<file path="src/rtl/sram_arb_pkg.sv">
// Shared types and constants for the SRAM arbiter slice.
// Port 0 is the CPU memory path, port 1 the loader/debug path.
package sram_arb_pkg;

   typedef enum logic [1:0] {
      IDLE,
      ACCESS,
      DONE
   } state_t;

   localparam int PORT_CPU  = 0;
   localparam int PORT_LOAD = 1;
   localparam int WAIT_DEF  = 2;

endpackage

</file>
<file path="src/rtl/sram_arbiter_if.sv">
// Requester-side bus of the SRAM arbiter: two request ports,
// shared read data and per-port acknowledge.
interface sram_arbiter_if
   import sram_arb_pkg::*;
#(
   parameter int ADDR_W = 20,
   parameter int DATA_W = 16
);

   logic [1:0]             req;
   logic [1:0]             we;
   logic [1:0][1:0]        be;
   logic [1:0][ADDR_W-1:0] addr;
   logic [1:0][DATA_W-1:0] wdata;
   logic [1:0]             ack;
   logic [DATA_W-1:0]      rdata;

   modport master (
      output req, we, be, addr, wdata,
      input  ack, rdata
   );

   modport slave (
      input  req, we, be, addr, wdata,
      output ack, rdata
   );

endinterface

</file>
<file path="src/rtl/rr_pick2.sv">
// Two-way round-robin pick: a lone requester wins,
// on a tie the port that was not served last wins.
module rr_pick2
   import sram_arb_pkg::*;
(
   input  logic [1:0] req,
   input  logic       last,
   output logic       any,
   output logic       pick
);

   always_comb begin
      any  = |req;
      pick = 1'b0;
      unique case (1'b1)
         (req == 2'b11): pick = ~last;
         (req == 2'b10): pick = 1'b1;
         default:        pick = 1'b0;
      endcase
   end

endmodule

</file>
<file path="src/rtl/sram_arbiter.sv">
// Shares one async SRAM between CPU and loader ports with fixed
// wait states; strobes are registered so they never glitch.
module sram_arbiter
   import sram_arb_pkg::*;
#(
   parameter int ADDR_W      = 20,
   parameter int DATA_W      = 16,
   parameter int WAIT_CYCLES = WAIT_DEF
) (
   input  logic              Clk,
   input  logic              Reset,
   sram_arbiter_if.slave     bus,
   output logic              Mem_CE,
   output logic              Mem_UB,
   output logic              Mem_LB,
   output logic              Mem_OE,
   output logic              Mem_WE,
   output logic [ADDR_W-1:0] ADDR,
   output logic [DATA_W-1:0] Data_to_SRAM,
   output logic              Data_oe,
   input  logic [DATA_W-1:0] Data_from_SRAM
);

   localparam logic [3:0] CNT_LOAD = 4'(WAIT_CYCLES - 1);

   state_t state, state_d;
   logic [3:0] cnt, cnt_d;
   logic gnt, gnt_d;
   logic last, last_d;
   logic wr, wr_d;
   logic any, pick;
   logic ce_d, ub_d, lb_d, oe_d, we_d, doe_d;
   logic [1:0] ack_q, ack_d;
   logic [ADDR_W-1:0] addr_d;
   logic [DATA_W-1:0] wd_d, rd_q, rd_d;

   rr_pick2 u_pick (
      .req  (bus.req),
      .last (last),
      .any  (any),
      .pick (pick)
   );

   // Strobe values are computed for the coming state and registered.
   always_comb begin
      state_d = state;
      cnt_d   = cnt;
      gnt_d   = gnt;
      last_d  = last;
      wr_d    = wr;
      ce_d    = 1'b1;
      ub_d    = 1'b1;
      lb_d    = 1'b1;
      oe_d    = 1'b1;
      we_d    = 1'b1;
      doe_d   = 1'b0;
      ack_d   = '0;
      addr_d  = ADDR;
      wd_d    = Data_to_SRAM;
      rd_d    = rd_q;
      unique case (state)
         IDLE: begin
            if (any) begin
               state_d = ACCESS;
               cnt_d   = CNT_LOAD;
               gnt_d   = pick;
               last_d  = pick;
               wr_d    = bus.we[pick];
               addr_d  = bus.addr[pick];
               wd_d    = bus.wdata[pick];
               ce_d    = 1'b0;
               oe_d    = bus.we[pick];
               we_d    = ~bus.we[pick];
               ub_d    = bus.we[pick] & ~bus.be[pick][1];
               lb_d    = bus.we[pick] & ~bus.be[pick][0];
               doe_d   = bus.we[pick];
            end
         end
         ACCESS: begin
            if (cnt == 4'd0) begin
               state_d          = DONE;
               ack_d[PORT_CPU]  = ~gnt;
               ack_d[PORT_LOAD] = gnt;
               if (!wr) rd_d = Data_from_SRAM;
            end else begin
               cnt_d = cnt - 4'd1;
               ce_d  = 1'b0;
               oe_d  = wr;
               we_d  = ~wr;
               ub_d  = Mem_UB;
               lb_d  = Mem_LB;
               doe_d = wr;
            end
         end
         DONE:    state_d = IDLE;
         default: state_d = IDLE;
      endcase
   end

   always_ff @(posedge Clk or negedge Reset) begin
      if (!Reset) begin
         state        <= IDLE;
         cnt          <= '0;
         gnt          <= 1'b0;
         last         <= 1'(PORT_LOAD);
         wr           <= 1'b0;
         Mem_CE       <= 1'b1;
         Mem_UB       <= 1'b1;
         Mem_LB       <= 1'b1;
         Mem_OE       <= 1'b1;
         Mem_WE       <= 1'b1;
         Data_oe      <= 1'b0;
         ADDR         <= '0;
         Data_to_SRAM <= '0;
         ack_q        <= '0;
         rd_q         <= '0;
      end else begin
         state        <= state_d;
         cnt          <= cnt_d;
         gnt          <= gnt_d;
         last         <= last_d;
         wr           <= wr_d;
         Mem_CE       <= ce_d;
         Mem_UB       <= ub_d;
         Mem_LB       <= lb_d;
         Mem_OE       <= oe_d;
         Mem_WE       <= we_d;
         Data_oe      <= doe_d;
         ADDR         <= addr_d;
         Data_to_SRAM <= wd_d;
         ack_q        <= ack_d;
         rd_q         <= rd_d;
      end
   end

   assign bus.ack   = ack_q;
   assign bus.rdata = rd_q;

endmodule

</file>
<file path="src/flat_wrapper.sv">
// flat-port wrapper written by rule: the top's interface ports become plain ports
module sram_arbiter_flat import sram_arb_pkg::*;
#(
   parameter int ADDR_W      = 20,
   parameter int DATA_W      = 16,
   parameter int WAIT_CYCLES = WAIT_DEF
)
  (Clk, Reset, Mem_CE, Mem_UB, Mem_LB, Mem_OE, Mem_WE, ADDR, Data_to_SRAM, Data_oe, Data_from_SRAM, bus_req, bus_we, bus_be, bus_addr, bus_wdata, bus_ack, bus_rdata);
  sram_arbiter_if #(.ADDR_W(ADDR_W), .DATA_W(DATA_W)) bus_i ();
  input  logic Clk;
  input  logic Reset;
  output logic Mem_CE;
  output logic Mem_UB;
  output logic Mem_LB;
  output logic Mem_OE;
  output logic Mem_WE;
  output logic [ADDR_W-1:0] ADDR;
  output logic [DATA_W-1:0] Data_to_SRAM;
  output logic Data_oe;
  input  logic [DATA_W-1:0] Data_from_SRAM;
  input wire logic [$bits(bus_i.req)-1:0] bus_req;
  input wire logic [$bits(bus_i.we)-1:0] bus_we;
  input wire logic [$bits(bus_i.be)-1:0] bus_be;
  input wire logic [$bits(bus_i.addr)-1:0] bus_addr;
  input wire logic [$bits(bus_i.wdata)-1:0] bus_wdata;
  output wire logic [$bits(bus_i.ack)-1:0] bus_ack;
  output wire logic [$bits(bus_i.rdata)-1:0] bus_rdata;
  assign bus_i.req = bus_req;
  assign bus_i.we = bus_we;
  assign bus_i.be = bus_be;
  assign bus_i.addr = bus_addr;
  assign bus_i.wdata = bus_wdata;
  assign bus_ack = bus_i.ack;
  assign bus_rdata = bus_i.rdata;
  sram_arbiter #(.ADDR_W(ADDR_W), .DATA_W(DATA_W), .WAIT_CYCLES(WAIT_CYCLES)) u_core (.Clk(Clk), .Reset(Reset), .bus(bus_i), .Mem_CE(Mem_CE), .Mem_UB(Mem_UB), .Mem_LB(Mem_LB), .Mem_OE(Mem_OE), .Mem_WE(Mem_WE), .ADDR(ADDR), .Data_to_SRAM(Data_to_SRAM), .Data_oe(Data_oe), .Data_from_SRAM(Data_from_SRAM));
endmodule
</file>
<file path="config.mk">
export PLATFORM = sky130hd
export DESIGN_NAME = sram_arbiter_flat
export DESIGN_NICKNAME = d
export VERILOG_FILES = /design/src/rtl/sram_arb_pkg.sv /design/src/rtl/sram_arbiter_if.sv /design/src/rtl/rr_pick2.sv /design/src/rtl/sram_arbiter.sv /design/src/flat_wrapper.sv
export SDC_FILE = /design/constraint.sdc
export NUM_CORES = 1
export LEC_CHECK = 0
export ABC_AREA = 1
export BUFFER_PORTS_ARGS = -buffer_cell sky130_fd_sc_hd__buf_2
export CORE_MARGIN = 5
export CORE_UTILIZATION = 49
export DETAILED_ROUTE_END_ITERATION = 16
export GPL_ROUTABILITY_DRIVEN = 0
export HOLD_SLACK_MARGIN = 0.08
export PLACE_DENSITY = 0.86
export SYNTH_ARGS = -nofsm -noshare
export SYNTH_HDL_FRONTEND = slang
export SYNTH_SLANG_ARGS = --single-unit
</file>
<file path="constraint.sdc">
create_clock -name Clk -period 2.2 [get_ports Clk]
set_input_delay 0.33 -clock Clk [delete_from_list [all_inputs] [get_ports Clk]]
set_output_delay 0.33 -clock Clk [all_outputs]
set_load 0.05 [all_outputs]
</file>
==> results of run 1 <==
==> worst min path at each step <==
stage | from | to | slack [ns] | depth (start not counted)
floorplan | Reset | u_core.ADDR[0] | 0.03 | 0
global placement | Reset | u_core.ADDR[13] | 0.38 | 2
detailed placement | Reset | u_core.ADDR[13] | 0.37 | 2
CTS | Data_from_SRAM[13] | u_core.bus.rdata[13] | 0.21 | 3
global route | Data_from_SRAM[6] | u_core.bus.rdata[6] | 0.22 | 3
finish | Data_from_SRAM[13] | u_core.bus.rdata[13] | 0.22 | 3
==> metal layers <==
metal / global-route usage / part of all wire / vias up
met3: 0.03259 / 0.062 / 24
met4: 0.1181 / 0.036 / 0
met1: 0.2809 / 0.39 / 1383
met5: 0 / 0 / -
li1: - / - / 1456
met2: 0.3712 / 0.51 / 118
==> cell usage in the layout, fill, tap and decap left out, types with 2 or more instances in the layout <==
cell / netlist / routed
sky130_fd_sc_hd__buf_4: 2 / 2
sky130_fd_sc_hd__nor2_1: 46 / 46
sky130_fd_sc_hd__inv_2: 4 / 4
sky130_fd_sc_hd__o21ai_1: 20 / 20
sky130_fd_sc_hd__nand2_1: 91 / 91
sky130_fd_sc_hd__dfstp_2: 6 / 6
sky130_fd_sc_hd__inv_1: 12 / 12
sky130_fd_sc_hd__o21ai_0: 58 / 58
sky130_fd_sc_hd__dfrtp_1: 63 / 63
sky130_fd_sc_hd__buf_2: 7 / 157
sky130_fd_sc_hd__nand2_2: 3 / 3
sky130_fd_sc_hd__clkbuf_8: 0 / 12
sky130_fd_sc_hd__nand3_1: 23 / 23
==> layout make-up <==
cell class              count  area, um^2
fillers                   482        1897
flip-flops and latches     69        1734
multi-input cells         249        1122
repair buffers            161       830.8
clock buffers              13       168.9
well taps                  75       93.84
inverters                  17       63.81
clock inverters             3       42.54
diodes                      1       2.502
==> worst register-to-register path: cells and delay by family (launching register included) <==
family / cells / cell delay, ns
buffers and inverters: 2 / 0.42
AND/OR/NAND/NOR: 6 / 0.63
flip-flops: 1 / 0.54
==> power breakdown <==
part	switching [mW]	internal, mW	leakage [nW]
Sequential	0.316	1.93	0.836
Clock	0.464	0.616	0.106
Combinational	3.27	0.936	1.27
==> stage by stage <==
step           cell area (um^2)  utilization  setup slack, ns  power (mW)
6_report                   4059       0.6815           0.5636       7.532
5_1_grt                    4059       0.6815           0.3355       8.034
4_1_cts                    4056       0.6811           0.5726       7.583
3_5_place_dp               3835       0.6439           0.5884       6.492
3_3_place_gp               3835       0.6439           0.6549       6.389
2_1_floorplan              3025            -           0.8141       5.493
==> logic make-up after synthesis <==
kind of cell | synth area share
adders and majority gates | 0.004135
buffers and inverters | 0.05582
DFF | 0.5732
AOI/OAI and AO/OA | 0.1336
xor gates and xnor gates | 0.002895
and+or+nand+nor | 0.2304
==> registers in the layout (all words and copies together) (netlist names) <==
| signal | cells |
|---|---|
| u_core.ADDR | 20 |
| u_core.Data_oe | 1 |
| u_core.Data_to_SRAM | 16 |
| u_core.Mem_CE | 1 |
| u_core.Mem_LB | 1 |
| u_core.Mem_OE | 1 |
| u_core.Mem_UB | 1 |
| u_core.Mem_WE | 1 |
| u_core.bus.ack | 2 |
| u_core.bus.rdata | 16 |
| u_core.cnt | 4 |
| u_core.gnt | 1 |
| u_core.last | 1 |
| u_core.state | 2 |
| u_core.wr | 1 |
==> results.rst, run 1 <==
.. list-table::
   :header-rows: 1

   * - Metric
     - Value
   * - CP bufs+invs
     - 2
   * - Top FF cell, synth
     - sky130_fd_sc_hd__dfrtp_1
   * - Layout cell share with drive strength beyond 1
     - 0.3750
   * - Post-Synthesis Mean Instance Area
     - 8.546 um^2
   * - Total congestion overflow
     - 0
   * - Crit path depth
     - 8
   * - Number of global-route vias before repair
     - 2921
   * - Buffer depth of the longest clock path
     - 2
   * - # clock sinks
     - 69
   * - # Max-Cap Violations
     - 0
   * - Worst hold margin
     - 0.2208 ns
   * - Kind of cell with the highest combined delay on the critical path
     - simple AND/OR/NAND/NOR gates
   * - Number of flops mapped to enable cells by yosys
     - 0
   * - Wire length of the first global-routing pass
     - 13.44 mm
   * - Instance count of the mapped netlist
     - 354
   * - Power density of the placed cells
     - 1856 nW/um^2
   * - Path type of the worst min-delay path
     - input port to register
   * - Pins Over Slew Limit
     - 0
   * - Row Count
     - 28
   * - Width of the die
     - 88.58 um
   * - Required arrival time at the worst endpoint
     - 2.47 ns
   * - Crit-path cells
     - nand2_1, nand2_2, buf_4, nand2_1, nand2_1, nand2_1, nand2_1, inv_1
   * - Clock latency on the worst-skew pair
     - 0.34 ns
   * - Cts hold-fix bufs
     - 1
   * - Via-to-Cell Ratio
     - 5.070
   * - Share of the clock period used by the worst path after layout
     - 0.7438
   * - Cell with the biggest individual delay on the critical path
     - sky130_fd_sc_hd__dfstp_2
   * - Count of buffers inserted at the top-level ports
     - 157
   * - Final-layout setup total negative slack
     - 0 ns
   * - Final antenna-violating net count
     - 0
   * - Clock root buffer
     - sky130_fd_sc_hd__clkbuf_8
   * - Overall global routing resource usage
     - 0.2226
   * - Post-DP HPWL
     - 5.993 mm
   * - Cell count after placement
     - 570
   * - Worst path max stage delay
     - 0.54 ns
   * - Clock slew at reported path FFs
     - 0.08 ns
   * - Number of antenna violations at the first check in global routing
     - 1
   * - Total number of yosys warnings
     - 0
   * - R2r setup slk
     - 0.56 ns
   * - Source of the critical timing path
     - u_core.last
   * - Startpoint of the most critical register-to-register path
     - u_core.last
   * - CORE AREA
     - 5956 um^2
   * - Starting density of the core
     - 0.5080
   * - Most area-hungry cell type in the Yosys netlist
     - sky130_fd_sc_hd__dfrtp_1
   * - Sequential fraction of the synthesis area
     - 0.5732
   * - # setup viols final
     - 0
   * - Worst setup SP type
     - register
   * - Worst reg2reg endpoint
     - u_core.Mem_WE
   * - Async set-reset flop share out of synthesis
     - 1.000
   * - Die Height
     - 88.58 um
   * - CP arrival
     - 1.91 ns
   * - Synth Net Count
     - 453
   * - Die footprint
     - 7846 um^2
   * - Pin count of the biggest net entering global routing
     - 70
   * - Clock Skew
     - 0.01501 ns
   * - Final instance count without filler cells
     - 588
   * - Iteration-0 DRC Markers
     - 143
   * - Iteration count of the initial detailed-routing pass
     - 4
   * - Remaining DRCs
     - 0
   * - Library cell with the highest instance count after synthesis
     - sky130_fd_sc_hd__nand2_1
   * - Critical Path End
     - u_core.Mem_WE
   * - Final critical delay including setup and external delays
     - 1.636 ns
   * - Max IR drop VDD
     - 0.0009284 V
   * - Result of the run
     - finished, final reports clean
   * - Total via count after detailed routing
     - 2981
   * - Actual transition at the worst max-transition pin
     - 0.5733 ns
   * - Relative slew margins
     - 0.6173
   * - Lkg Pwr
     - 2.214 nW
   * - Post-CTS setup buffers
     - 0
   * - Number of clock buffers inserted by TritonCTS
     - 9
   * - Cell with the most instances on the worst path
     - sky130_fd_sc_hd__nand2_1
   * - Peak fanout along the critical path
     - 41
   * - Total routed wirelength
     - 8.514 mm
   * - Clock tree from TritonCTS
     - built
   * - Area of the mapped netlist
     - 3025 um^2
   * - Most instantiated cells after synthesis
     - sky130_fd_sc_hd__nand2_1 (91), sky130_fd_sc_hd__dfrtp_1 (63), sky130_fd_sc_hd__o21ai_0 (58)
   * - Achievable frequency
     - 611.1 MHz
   * - Area growth, synth to finish
     - 34.16%
   * - Worst reg2reg path depth
     - 8
   * - Final number of hold-violating endpoints
     - 0
   * - Setup repair after global routing missed its margin
     - no
   * - Synth top area cells
     - sky130_fd_sc_hd__dfrtp_1 (52%), sky130_fd_sc_hd__nand2_1 (11%), sky130_fd_sc_hd__o21ai_0 (9.6%)
   * - Post-synthesis register bit count
     - 69
   * - IO Count
     - 158
   * - Portion of synthesized cell area occupied by the leading cell type
     - 0.5211
   * - Layout net count
     - 606
   * - Cell variety after synth
     - 24
   * - Drt wl/cell
     - 14.48 um
   * - Critical path type
     - register to register
   * - Crit path capture type
     - register
   * - Resized cells post-CTS
     - 0
   * - Depth of the CTS H-tree
     - 3
Note: power is estimated with default switching activity, not from simulation.
==> inputs of run 2 (changes only) <==
--- a/config.mk
+++ b/config.mk
@@ -8,11 +8,11 @@
 export ABC_AREA = 1
 export BUFFER_PORTS_ARGS = -buffer_cell sky130_fd_sc_hd__buf_2
 export CORE_MARGIN = 5
-export CORE_UTILIZATION = 49
+export CORE_UTILIZATION = 45
 export DETAILED_ROUTE_END_ITERATION = 16
 export GPL_ROUTABILITY_DRIVEN = 0
 export HOLD_SLACK_MARGIN = 0.08
-export PLACE_DENSITY = 0.86
+export PLACE_DENSITY = 0.8
 export SYNTH_ARGS = -nofsm -noshare
 export SYNTH_HDL_FRONTEND = slang
 export SYNTH_SLANG_ARGS = --single-unit
==> constraint.sdc (replaced) <==
create_clock -name Clk -period 1.7 [get_ports Clk]
set_input_delay 0.255 -clock Clk [delete_from_list [all_inputs] [get_ports Clk]]
set_output_delay 0.255 -clock Clk [all_outputs]
set_load 0.05 [all_outputs]
==> results.rst, run 2 (same netlist as run 1, synthesis figures left out) <==
.. list-table::
   :header-rows: 1

   * - Metric
     - Value
   * - Result of the run
     - finished, final reports clean
   * - Count of antenna diodes in the layout
     - 0
   * - # setup viols final
     - 0
   * - Layout cell share with drive strength beyond 1
     - 0.3798
   * - Width of the die
     - 92.00 um
   * - Pins Over Slew Limit
     - 0
   * - Final number of hold-violating endpoints
     - 0
   * - Worst setup SP type
     - register
   * - Power density of the placed cells
     - 2359 nW/um^2
   * - Via-to-Cell Ratio
     - 4.943
   * - Clock share of power
     - 0.125
   * - Die footprint
     - 8463 um^2
   * - Depth of the CTS H-tree
     - 3
   * - Final antenna-violating net count
     - 0
   * - Switching part of the total power
     - 0.5427
   * - Iteration count of the initial detailed-routing pass
     - 4
   * - Final instance count without filler cells
     - 593
   * - Comb pwr share
     - 0.575
   * - Final-layout setup total negative slack
     - 0 ns
   * - Clock Skew
     - 0.01207 ns
   * - Pint
     - 4.403 mW
   * - Fillers
     - 577
   * - Wire length of the first global-routing pass
     - 13.52 mm
   * - Total area of multi-input combinational cells
     - 1122 um^2
   * - Relative slew margins
     - 0.7072
   * - Peak fanout along the critical path
     - 8
   * - Path type of the worst min-delay path
     - input port to register
   * - Clock slew at reported path FFs
     - 0.07 ns
   * - NetSw
     - 5.224 mW
   * - Die Height
     - 92.00 um
   * - Final critical delay including setup and external delays
     - 1.499 ns
   * - Max IR drop VDD
     - 0.001170 V
   * - Row Count
     - 29
   * - Final instance area
     - 4080 um^2
   * - Layout net count
     - 610
   * - Area growth, synth to finish
     - 34.86%
   * - Setup repair after global routing missed its margin
     - no
   * - Critical path type
     - register to register
   * - Cell count after placement
     - 576
   * - Register with the most flip-flops
     - u_core.ADDR
   * - Starting density of the core
     - 0.4684
   * - Total routed wirelength
     - 8.376 mm
   * - Highest-count cells in the layout ignoring fill and taps
     - sky130_fd_sc_hd__buf_2 (157), sky130_fd_sc_hd__nand2_1 (91), sky130_fd_sc_hd__dfrtp_1 (63), sky130_fd_sc_hd__o21ai_0 (58), sky130_fd_sc_hd__nor2_1 (46)
   * - # Max-Cap Violations
     - 0
   * - Crit path capture type
     - register
   * - Share of the clock period used by the worst path after layout
     - 0.8820
   * - Number of global-route vias before repair
     - 2904
   * - CORE AREA
     - 6459 um^2
   * - Pin count of the biggest net entering global routing
     - 70
   * - # clock sinks
     - 69
   * - Drt wl/cell
     - 14.12 um
   * - Actual transition at the worst max-transition pin
     - 0.4386 ns
   * - IO Count
     - 158
   * - CP arrival
     - 1.72 ns
   * - Number of clock buffers inserted by TritonCTS
     - 9
   * - Achievable frequency
     - 666.9 MHz
   * - Count of buffers inserted at the top-level ports
     - 157
   * - Clock tree from TritonCTS
     - built
   * - Lkg Pwr
     - 2.229 nW
   * - Clock latency on the worst-skew pair
     - 0.34 ns
   * - Number of antenna violations at the first check in global routing
     - 1
   * - Sequential share of power
     - 0.300
   * - Iteration-0 DRC Markers
     - 133
   * - Post-DP HPWL
     - 6.079 mm
   * - Buffer depth of the longest clock path
     - 2
   * - Overall global routing resource usage
     - 0.1997
   * - Most common cell after layout, fill and taps aside
     - sky130_fd_sc_hd__buf_2
   * - Remaining DRCs
     - 0
   * - Overall power
     - 9.627 mW
   * - Clock root buffer
     - sky130_fd_sc_hd__clkbuf_8
   * - Total cell area at the placement stage
     - 3892 um^2
   * - Number of flip-flops under the largest register name
     - 20
   * - Flip-flop and latch area
     - 1734 um^2
   * - Total via count after detailed routing
     - 2931
   * - Total congestion overflow
     - 0
   * - Required arrival time at the worst endpoint
     - 1.92 ns
run 2: layout make-up:
| type | count | share of cell area |
|---|---|---|
| Timing Repair Buffer | 165 | 0.2171 |
| Clock inverter | 4 | 0.005520 |
| Sequential cell | 69 | 0.4250 |
| Multi-Input combinational cell | 249 | 0.2751 |
| Inverter | 17 | 0.01564 |
| Tap cell | 77 | 0.02361 |
| Clock buffer | 12 | 0.03803 |
run 2: what timing repair did:
| action | CTS | global route |
|---|---|---|
| buffers inserted | 0 | 0 |
| endpoints found under the hold margin | 63 | 0 |
| hold buffers | 1 | 0 |
| resized for setup | 0 | 0 |
run 2: per-stage QoR:
stage          hold slack (ns)    util  setup slack (ns)
2_1_floorplan         -0.04059       -            0.3141
3_3_place_gp            0.3029  0.6027            0.2664
3_5_place_dp            0.2996  0.6027            0.2102
4_1_cts                 0.1312  0.6317            0.2047
5_1_grt                 0.1353  0.6317           0.06360
6_report                0.1479  0.6317            0.2006
run 2: path summary, 6_finish.rpt:
| check | start | endpoint | slack [ns] | cells past startpoint |
|---|---|---|---|---|
| worst max-delay path | u_core.cnt[0] | u_core.cnt[2] | 0.20 | 7 |
| worst min-delay path | Data_from_SRAM[2] | u_core.bus.rdata[2] | 0.15 | 3 |
| worst max register to register | u_core.cnt[0] | u_core.cnt[2] | 0.20 | 7 |
| worst min register to register | u_core.gnt | u_core.bus.ack[0] | 0.43 | 1 |
| max in group asynchronous | Reset | u_core.Mem_OE | 0.84 | 3 |
| min in group asynchronous | Reset | u_core.ADDR[15] | 0.50 | 3 |
run 2: worst max-delay path, cell delays in order, from the launching register on:
cell                      delay [ns]
sky130_fd_sc_hd__dfrtp_1        0.38
sky130_fd_sc_hd__inv_1          0.11
sky130_fd_sc_hd__ha_1           0.23
sky130_fd_sc_hd__nand2_2        0.15
sky130_fd_sc_hd__nand2_1        0.21
sky130_fd_sc_hd__nand2_2        0.14
sky130_fd_sc_hd__nand3_1        0.10
sky130_fd_sc_hd__o21ai_0        0.07
run 2: power groups by stage:
stage	combinational [mW]	clock (mW)	sequential, mW
2_1_floorplan	1.75	0	5.36
3_3_place_gp	5.49	0	2.90
3_5_place_dp	5.59	0	2.91
4_1_cts	5.60	1.23	2.89
5_1_grt	5.98	1.30	3.00
6_report	5.54	1.20	2.89
run 2: layer usage:
metal,GRT usage,part of all wire
met5,0,0.00084
met3,0.05401,0.060
met1,0.2289,0.39
met4,0.07673,0.024
met2,0.3552,0.52
